==> src/rtl/nfc_card_detector.sv <==
// rtl/nfc_card_detector.sv - ISO14443A REQA/ANTICOLL/SELECT card-detection sequencer
module nfc_card_detector #(
    parameter int CMD_TIMEOUT = 1000,
    parameter int HOLD_CYCLES = 50
) (
    input  logic        clk,
    input  logic        rst_n,
    input  logic        nfc_irq,
    output logic        card_detected,
    output logic [31:0] card_uid,
    output logic        card_ready,
    output logic        start_auth,
    output logic        nfc_cmd_valid,
    input  logic        nfc_cmd_ready,
    output logic        nfc_cmd_write,
    output logic [5:0]  nfc_cmd_addr,
    output logic [7:0]  nfc_cmd_wdata,
    input  logic [7:0]  nfc_cmd_rdata,
    input  logic        nfc_cmd_done,
    output logic        detection_error,
    output logic [7:0]  error_code
);

    // Counter widths only need to reach the last count value (N-1).
    localparam int TW = (CMD_TIMEOUT > 1) ? $clog2(CMD_TIMEOUT) : 1;
    localparam int HW = (HOLD_CYCLES > 1) ? $clog2(HOLD_CYCLES) : 1;
    localparam logic [TW-1:0] TIMER_LAST = TW'(CMD_TIMEOUT - 1);
    localparam logic [HW-1:0] HOLD_LAST  = HW'(HOLD_CYCLES - 1);

    // MFRC522 FIFODataReg; every command byte is written there.
    localparam logic [5:0] FIFO_DATA_ADDR = 6'h09;

    localparam logic [7:0] CMD_REQA     = 8'h26;
    localparam logic [7:0] CMD_ANTICOLL = 8'h93;
    localparam logic [7:0] CMD_SELECT   = 8'h93;

    localparam logic [7:0] ERR_TO_REQA   = 8'h11;
    localparam logic [7:0] ERR_TO_ANTI   = 8'h12;
    localparam logic [7:0] ERR_TO_SEL    = 8'h13;
    localparam logic [7:0] ERR_REQA_RESP = 8'h21;
    localparam logic [7:0] ERR_ANTI_RESP = 8'h22;
    localparam logic [7:0] ERR_SEL_RESP  = 8'h23;
    localparam logic [7:0] ERR_CASCADE   = 8'h24;

    typedef enum logic [3:0] {
        S_IDLE,
        S_REQA_SEND,
        S_REQA_WAIT,
        S_ANTI_SEND,
        S_ANTI_WAIT,
        S_SEL_SEND,
        S_SEL_WAIT,
        S_DONE,
        S_ERROR
    } state_t;

    state_t          r_state;
    logic            r_irq_q;
    logic            r_start_pend;
    logic [TW-1:0]   r_timer;
    logic [HW-1:0]   r_hold;
    logic            r_card_detected;
    logic [7:0]      r_uid_byte;
    logic            r_card_ready;
    logic            r_start_auth;
    logic            r_cmd_valid;
    logic            r_cmd_write;
    logic [7:0]      r_cmd_wdata;
    logic            r_detection_error;
    logic [7:0]      r_error_code;

    logic            w_irq_rise;
    logic            w_timeout;
    logic            w_pass;
    logic            w_fail;
    logic [7:0]      w_fail_code;

    assign w_irq_rise = nfc_irq & ~r_irq_q;
    assign w_timeout  = (r_timer == TIMER_LAST);

    // Verdict for the current WAIT state; a response strobe outranks a coincident timeout.
    always_comb begin
        w_pass      = 1'b0;
        w_fail      = 1'b0;
        w_fail_code = 8'h00;
        case (r_state)
            S_REQA_WAIT: begin
                if (nfc_cmd_done) begin
                    if (nfc_cmd_rdata == 8'hFF || nfc_cmd_rdata == 8'h00) begin
                        w_fail      = 1'b1;
                        w_fail_code = ERR_REQA_RESP;
                    end else begin
                        w_pass = 1'b1;
                    end
                end else if (w_timeout) begin
                    w_fail      = 1'b1;
                    w_fail_code = ERR_TO_REQA;
                end
            end
            S_ANTI_WAIT: begin
                if (nfc_cmd_done) begin
                    if (nfc_cmd_rdata == 8'hFF) begin
                        w_fail      = 1'b1;
                        w_fail_code = ERR_ANTI_RESP;
                    end else begin
                        w_pass = 1'b1;
                    end
                end else if (w_timeout) begin
                    w_fail      = 1'b1;
                    w_fail_code = ERR_TO_ANTI;
                end
            end
            S_SEL_WAIT: begin
                if (nfc_cmd_done) begin
                    if (nfc_cmd_rdata == 8'hFF) begin
                        w_fail      = 1'b1;
                        w_fail_code = ERR_SEL_RESP;
                    end else if (nfc_cmd_rdata[2]) begin
                        // SAK cascade bit: a longer UID follows, which this block does not handle.
                        w_fail      = 1'b1;
                        w_fail_code = ERR_CASCADE;
                    end else begin
                        w_pass = 1'b1;
                    end
                end else if (w_timeout) begin
                    w_fail      = 1'b1;
                    w_fail_code = ERR_TO_SEL;
                end
            end
            default: begin
                w_pass      = 1'b0;
                w_fail      = 1'b0;
                w_fail_code = 8'h00;
            end
        endcase
    end

    // Detection sequencer: IRQ edge capture, command handshake, response checks and hold timing.
    always_ff @(posedge clk or negedge rst_n) begin
        if (!rst_n) begin
            r_state           <= S_IDLE;
            r_irq_q           <= 1'b0;
            r_start_pend      <= 1'b0;
            r_timer           <= '0;
            r_hold            <= '0;
            r_card_detected   <= 1'b0;
            r_uid_byte        <= 8'h00;
            r_card_ready      <= 1'b0;
            r_start_auth      <= 1'b0;
            r_cmd_valid       <= 1'b0;
            r_cmd_write       <= 1'b0;
            r_cmd_wdata       <= 8'h00;
            r_detection_error <= 1'b0;
            r_error_code      <= 8'h00;
        end else begin
            r_irq_q      <= nfc_irq;
            // The edge is only armed while idle, so IRQ activity mid-sequence is ignored.
            r_start_pend <= (r_state == S_IDLE) && w_irq_rise;

            case (r_state)
                S_IDLE: begin
                    if (r_start_pend) begin
                        r_uid_byte      <= 8'h00;
                        r_error_code    <= 8'h00;
                        r_card_detected <= 1'b1;
                        r_cmd_valid     <= 1'b1;
                        r_cmd_write     <= 1'b1;
                        r_cmd_wdata     <= CMD_REQA;
                        r_state         <= S_REQA_SEND;
                    end
                end

                // Valid is always high in SEND states, so ready alone completes the transfer.
                S_REQA_SEND, S_ANTI_SEND, S_SEL_SEND: begin
                    if (nfc_cmd_ready) begin
                        r_cmd_valid <= 1'b0;
                        r_cmd_write <= 1'b0;
                        r_timer     <= '0;
                        case (r_state)
                            S_REQA_SEND: r_state <= S_REQA_WAIT;
                            S_ANTI_SEND: r_state <= S_ANTI_WAIT;
                            default:     r_state <= S_SEL_WAIT;
                        endcase
                    end
                end

                S_REQA_WAIT, S_ANTI_WAIT, S_SEL_WAIT: begin
                    if (w_fail) begin
                        r_error_code      <= w_fail_code;
                        r_detection_error <= 1'b1;
                        r_hold            <= '0;
                        r_state           <= S_ERROR;
                    end else if (w_pass) begin
                        case (r_state)
                            S_REQA_WAIT: begin
                                r_cmd_valid <= 1'b1;
                                r_cmd_write <= 1'b1;
                                r_cmd_wdata <= CMD_ANTICOLL;
                                r_state     <= S_ANTI_SEND;
                            end
                            S_ANTI_WAIT: begin
                                r_uid_byte  <= nfc_cmd_rdata;
                                r_cmd_valid <= 1'b1;
                                r_cmd_write <= 1'b1;
                                r_cmd_wdata <= CMD_SELECT;
                                r_state     <= S_SEL_SEND;
                            end
                            default: begin
                                r_card_ready <= 1'b1;
                                r_start_auth <= 1'b1;
                                r_hold       <= '0;
                                r_state      <= S_DONE;
                            end
                        endcase
                    end else begin
                        r_timer <= r_timer + 1'b1;
                    end
                end

                // UID and error code survive the return to idle; only the status flags drop.
                S_DONE, S_ERROR: begin
                    if (r_hold == HOLD_LAST) begin
                        r_card_detected   <= 1'b0;
                        r_card_ready      <= 1'b0;
                        r_start_auth      <= 1'b0;
                        r_detection_error <= 1'b0;
                        r_state           <= S_IDLE;
                    end else begin
                        r_hold <= r_hold + 1'b1;
                    end
                end

                default: begin
                    r_state <= S_IDLE;
                end
            endcase
        end
    end

    assign card_detected   = r_card_detected;
    assign card_uid        = {24'h0, r_uid_byte};
    assign card_ready      = r_card_ready;
    assign start_auth      = r_start_auth;
    assign nfc_cmd_valid   = r_cmd_valid;
    assign nfc_cmd_write   = r_cmd_write;
    assign nfc_cmd_addr    = FIFO_DATA_ADDR;
    assign nfc_cmd_wdata   = r_cmd_wdata;
    assign detection_error = r_detection_error;
    assign error_code      = r_error_code;

endmodule

==> config.mk <==
export PLATFORM = sky130hd
export DESIGN_NAME = nfc_card_detector
export DESIGN_NICKNAME = d
export VERILOG_FILES = /design/src/rtl/nfc_card_detector.sv
export SDC_FILE = /design/constraint.sdc
export NUM_CORES = 1
export LEC_CHECK = 0
export ABC_AREA = 0
export BUFFER_PORTS_ARGS = -buffer_cell sky130_fd_sc_hd__buf_2
export CORE_MARGIN = 3
export CORE_UTILIZATION = 45
export DETAILED_ROUTE_END_ITERATION = 16
export GPL_TIMING_DRIVEN = 0
export PLACE_DENSITY = 0.77
export RECOVER_POWER = 100
export SYNTH_ARGS = -nofsm -noshare
export SYNTH_HDL_FRONTEND = slang
export SYNTH_SLANG_ARGS = --single-unit
==> constraint.sdc <==
create_clock -name clk -period 2.1 [get_ports clk]
set_input_delay 0.42 -clock clk [delete_from_list [all_inputs] [get_ports clk]]
set_output_delay 0.42 -clock clk [all_outputs]
set_load 0.03 [all_outputs]
# [Word-level counts from Yosys, hierarchy flattened]
# Cells that the tools add are included.
[totals] wordCells=134 ram_bits=0 input_bits=13 output_inout_bits=60 rom_bits=0 latchBits=0 register_bits=50 n_memories=0
[op_classes] n_reduce_logical=23 n_eq_ne=24 addsub=2 shifts=0 bitwise=2 mul=0 div_mod_pow=0 n_lt_le_gt_ge=0 mux=71
[ops] op="$mux W8" n=12
[ops] op="$mux W6" n=8
[ops] op="$pmux W8 S2" n=3
[ops] op="$mux W10" n=3
[ops] op="$mux W1" n=25
[ops] op="$pmux W8 S3" n=1
[ops] op="$ne A2 B2 Y1 const B" n=11
[ops] op="$mux W4" n=5
[ops] op="$pmux W10 S2" n=1
[ops] op="$eq A4 B3 Y1 const B" n=4
[ops] op="$pmux W4 S4" n=1
[ops] op="$mux W5" n=3
[ops] op="$reduce_and A5 Y1" n=3
[ops] op="$pmux W3 S2" n=2
[ops] op="$pmux W6 S2" n=1
[ops] op="$reduce_and A4 Y1" n=3
[ops] op="$add A10 B1 Y10 const B" n=1
[ops] op="$eq A10 B10 Y1 const B" n=1
[ops] op="$pmux W1 S3" n=3
[ops] op="$reduce_and A3 Y1" n=3
[ops] op="$eq A4 B2 Y1 const B" n=2
[ops] op="$eq A8 B8 Y1 const B" n=1
[ops] op="$logic_not A8 Y1" n=1
[ops] op="$reduce_bool A2 Y1" n=4
[ops] op="other kinds (15)" n=20

# [Logic depth before layout (Yosys ltp)]
[logic_depth] word_depth=8 depth_mapped=9 depth_no_buf=7

# [Worst setup path before layout]
# No wires, ideal clock.
[synth_timing] kind="input-to-reg" startpoint="input port nfc_cmd_rdata[6]" endpoint="register r_timer[6]" t_arrival_ns=2.216 path_stages=6 path_slack_ns=-0.194 path_buffers=0 cell_sequence="or4_1 -> o31a_1 -> a31oi_4 -> nor2_2 -> or4_1 -> a21oi_1"
[synth_via] elab_chain_len=7 word_cells_on_any_way=20 cone_classes="eq/ne: 3; mux: 14; reduce/logical: 3"
[synth_lines] element="start: declaration" line_no="18" rtl="input logic [7:0] nfc_cmd_rdata,"
[synth_lines] element="$eq A8 B8 Y1 or $logic_not A8 Y1 (tied branches)" line_no="89, 102, 115"
[synth_lines] element="$logic_or A1 B1 Y1" line_no="89" rtl="if (nfc_cmd_rdata == 8'hFF || nfc_cmd_rdata == 8'h00) begin"
[synth_lines] element="$mux W1" line_no="89"
[synth_lines] element="$mux W1" line_no="88" rtl="if (nfc_cmd_done) begin"
[synth_lines] element="$pmux W1 S3" line_no="86" rtl="case (r_state)"
[synth_lines] element="$ne A2 B2 Y1 (no source line)"
[synth_lines] element="$reduce_and A4 Y1 (no source line) *"
[synth_lines] element="end signal: assignment" line_no="216" rtl="r_timer <= r_timer + 1'b1;"
[synth_lines] element="end: declaration" line_no="60" rtl="logic [TW-1:0] r_timer;"
# Every way passes the cells marked *; elsewhere a longest branch is shown, timed or not.
# A chain may end at the register's enable or synchronous reset.

# [Worst setup path in the final report]
[layout_timing] startpoint="input port nfc_cmd_rdata[2]" endpoint="register r_timer[9]"
# Same word-level chain as after synthesis.

==> results.txt <==
----------------------------------------------------
[Outcome]
  Result of the run ... finished, violations left
  Failing checks ... setup timing

[Global route]
  Pin count of the biggest net entering global routing ... 43
  Number of antenna violations at the first check in global routing ... 0
  Number of global-route vias before repair ... 2091
  GRT overflow ... 0
  First-pass GRT wire length ... 10000 um
  Combined global-route utilization of all metal layers ... 19.7%

[Yosys]
  Most common flop cell mapped by yosys ... sky130_fd_sc_hd__dfrtp_1
  Synthesized area per cell ... 9.28 sq um
  Part of the Yosys area used for sequential elements ... 41.2%
  Yosys reg bits ... 42
  Ys Warns ... 0
  Top area cells in the synthesized netlist ... sky130_fd_sc_hd__dfrtp_1 41%, sky130_fd_sc_hd__buf_4 12%, sky130_fd_sc_hd__nand3_1 3.3%, sky130_fd_sc_hd__nor2_1 3.2%, sky130_fd_sc_hd__o21ai_0 2.4%
  Synth Cell Area ... 2550 sq um
  Number of cells produced by synthesis ... 275
  Count of distinct cell types in the synthesized netlist ... 52
  Number of flops mapped to enable cells by yosys ... 0
  Cell accounting for the most synthesized area ... sky130_fd_sc_hd__dfrtp_1
  Fraction of synthesis flops using an asynchronous set or reset pin ... 100%
  Post-synth top area share ... 41.2%

[STA]
  Clock Skews ... 0.00898 ns
  Slew of the pin with the lowest slew margin ... 1.04 ns
  Count of endpoints failing setup in the final report ... 12
  RSZ-0062 raised after global routing ... yes
  Ratio of final minimum period to clock period ... 108%
  PnR worst setup slack ... -0.170 ns
  Max-slew headroom ... 31.0%
  Final Hold Fails ... 0
  Pins Over Slew Limit ... 0
  Clock period minus worst slack ... 2.27 ns
  Achievable frequency ... 0.441 GHz

[Critical path]
  Type of destination of the critical path ... flop
  Category of cells accounting for the largest share of critical-path delay ... simple AND/OR/NAND/NOR gates
  Critical Path AT ... 2.51 ns
  Critical path fanouts, max ... 5
  Kind of critical path ... primary input to flop
  Startpoint kind of the worst setup timing path ... primary input
  Required time at the worst-slack endpoint ... 2.34 ns
  CP peak stage delay ... 0.53 ns
  Cell with the biggest individual delay on the critical path ... sky130_fd_sc_hd__or4_4
  WP buf/inv ... 1
  Ordered list of cells on the worst path ... buf_8 -> or4_4 -> o31a_1 -> a31oi_4 -> nor2_4 -> or4_1 -> a21oi_2
  Reg2Reg Setup Slack ... -0.12 ns

[Detailed routing]
  1st-pass router iterations ... 5
  Residual DRC count ... 0
  Vias/cell ... 5.35
  Drt first-iter violations ... 218
  Via count ... 2392
  Final WL ... 6780 um
  Number of routed nets with antenna violations ... 0
  WL per Instance ... 15.2 um

[Power and ir drop]
  Maximum resistive drop on vdd ... 790 uV
  Net Sw Power ... 1.91 mW
  Clk network pwr share ... 18.8%
  Combinational group share of total power ... 52.9%
  Net switching fraction of the power ... 44.9%
  Leakage ... 1.65 nW
  Cell-internal power ... 2.34 mW
  Power density relative to cell area ... 1210 nW/um^2
  Sequential power share ... 28.3%

[Floorplan]
  Die Height ... 81.3 um
  Floorplan core area ... 5300 sq um
  Initial standard-cell utilization of the core ... 48.1%
  Die area ... 6610 sq um
  Num rows ... 26
  Top-level port count ... 73
  Floorplan die width ... 81.3 um

[Worst hold path]
  Path class of the lowest-slack min-delay path ... primary input to flop

[CTS]
  Level count of the clock H-tree ... 2
  Worst-path clk slew ... 0.08 ns
  Clk Latency, worst-skew pair ... 0.31 ns
  Maximum clock path buffer count ... 2
  Clock tree from TritonCTS ... yes
  Number of CTS-inserted buffers ... 5
  Root buf cell ... sky130_fd_sc_hd__clkbuf_8
  Number of sinks handled by clock tree synthesis ... 42

[Run]
  Number of max-cap violations ... 0

[Layout]
  Sequential cell area ... 1050 sq um
  Number of nets at the end of the flow ... 392
  Combined area of the multi-input logic cells ... 1430 sq um
  Final core occ ... 66.2%
  Final antenna diode count ... 0
  P&R area growth vs syn ... 37.5%
  Share of cells above drive strength 1 ... 35.8%
  Commonest non-fill, non-tap cell in the layout ... sky130_fd_sc_hd__buf_4
  Top library cells by usage in the layout, fill and taps aside ... 61 x sky130_fd_sc_hd__buf_4, 42 x sky130_fd_sc_hd__dfrtp_1, 35 x sky130_fd_sc_hd__conb_1, 26 x sky130_fd_sc_hd__clkbuf_1, 18 x sky130_fd_sc_hd__nor2_1
  Final-layout fill cell count ... 416

[Placement]
  Worst slack, placed ... -0.612 ns
  Half-perimeter wire length of the detailed placement result ... 4220 um
  Port Buf Inserts ... 37
  Weighted congestion reported at the end of routability-driven placement ... 0.896

----------------------------------------------------
==> path summary, 6_finish.rpt <==
check	endpoint	depth (start not counted)	startpoint
setup reg to reg	r_timer[9]	7	r_state[1]
setup / recovery	r_timer[9]	7	nfc_cmd_rdata[2]
hold / removal	r_irq_q	1	nfc_irq
max in group asynchronous	r_hold[1]	1	rst_n
hold reg to reg	nfc_cmd_wdata[1]	1	nfc_cmd_wdata[1]
min in group asynchronous	r_uid_byte[7]	1	rst_n
==> sequential cells by signal, indices dropped and copies added, names as in the netlist <==
signal / flops
nfc_cmd_write: 1
r_irq_q: 1
detection_error: 1
r_hold: 6
r_start_pend: 1
r_state: 4
r_timer: 10
nfc_cmd_wdata: 3
card_detected: 1
r_uid_byte: 8
start_auth: 1
error_code: 5
==> worst reg2reg max path, stage by stage, from the launching register on <==
cell and delay [ns]:
sky130_fd_sc_hd__dfrtp_1 0.40, sky130_fd_sc_hd__buf_6 0.15, sky130_fd_sc_hd__and2_4 0.17, sky130_fd_sc_hd__a211o_4 0.37, sky130_fd_sc_hd__a31oi_4 0.28, sky130_fd_sc_hd__nor2_4 0.09, sky130_fd_sc_hd__or4_1 0.53, sky130_fd_sc_hd__a21oi_2 0.16
==> cell type report <==
class / count / share of cell area (%)
Multi-Input combinational cell: 208 / 40.7
Sequential cell: 42 / 29.9
Buffer: 48 / 11.0
Timing Repair Buffer: 61 / 10.7
Tap cell: 70 / 2.49
Clock buffer: 6 / 2.35
Clock inverter: 2 / 1.71
Inverter: 10 / 1.07
==> kinds of logic (layout without fill, tap and decap cells) <==
family | count (synthesis) | count (layout) | share of synthesized area [%]
simple gates | 107 | 108 | 22.4
buf+inv | 59 | 127 | 16.7
compound gates | 56 | 56 | 15.6
flops | 42 | 42 | 41.2
fa+ha+maj | 3 | 3 | 1.47
xor+xnor | 3 | 3 | 1.03
mux | 3 | 3 | 1.32
other cells | 2 | 35 | 0.294
==> what timing repair did <==
| item | CTS | global route |
|---|---|---|
| gates resized for setup | 25 | 32 |
| pin swaps | 6 | 11 |
| setup endpoints to repair | 34 | 22 |
| hold buffers | 0 | 0 |
| buffers inserted | 13 | 11 |
| cloned | 1 | 0 |
==> metal layers <==
metal	part of all wire, %	GRT usage, %	vias to the layer above
met4	3.1	7.09	0
li1	-	-	1111
met3	7.7	3.55	20
met5	0	0	-
met1	41	27.0	1134
met2	48	31.0	127
==> synth_stat cells (4+ instances only) <==
library cell and instances:
sky130_fd_sc_hd__dfrtp_1 42, sky130_fd_sc_hd__buf_4 40, sky130_fd_sc_hd__nor2_1 22, sky130_fd_sc_hd__nand3_1 17, sky130_fd_sc_hd__nand2_1 16, sky130_fd_sc_hd__o21ai_0 12, sky130_fd_sc_hd__a21oi_1 11, sky130_fd_sc_hd__inv_1 10
sky130_fd_sc_hd__nor3_1 9, sky130_fd_sc_hd__nand4_1 8, sky130_fd_sc_hd__or4_1 6, sky130_fd_sc_hd__and2_1 5, sky130_fd_sc_hd__clkbuf_8 4, sky130_fd_sc_hd__nand2b_1 4, sky130_fd_sc_hd__nor2b_1 4, sky130_fd_sc_hd__o2bb2ai_1 4
sky130_fd_sc_hd__o31ai_1 4
==> power by group through the flow <==
stage	clock network [mW]	registers [mW]	logic, mW
floorplan	0	1.44	1.24
global placement	0	1.20	1.93
detailed placement	0	1.20	1.97
CTS	0.804	1.19	2.12
global route	0.835	1.24	2.43
finish	0.798	1.21	2.25
==> metrics by stage <==
step	instances	area (sq um)	hold WS (ns)	setup TNS (ns)	total power, mW
global placement	415	2970	0.444	-12.79	3.13
CTS	437	3320	0.237	-0.218	4.12
finish	447	3510	0.231	-0.720	4.25
global route	447	3510	0.239	-1.46	4.50
detailed placement	415	2970	0.448	-13.68	3.17
floorplan	308	2700	0.124	-0.744	2.69
Note: power is estimated with default switching activity, not from simulation.
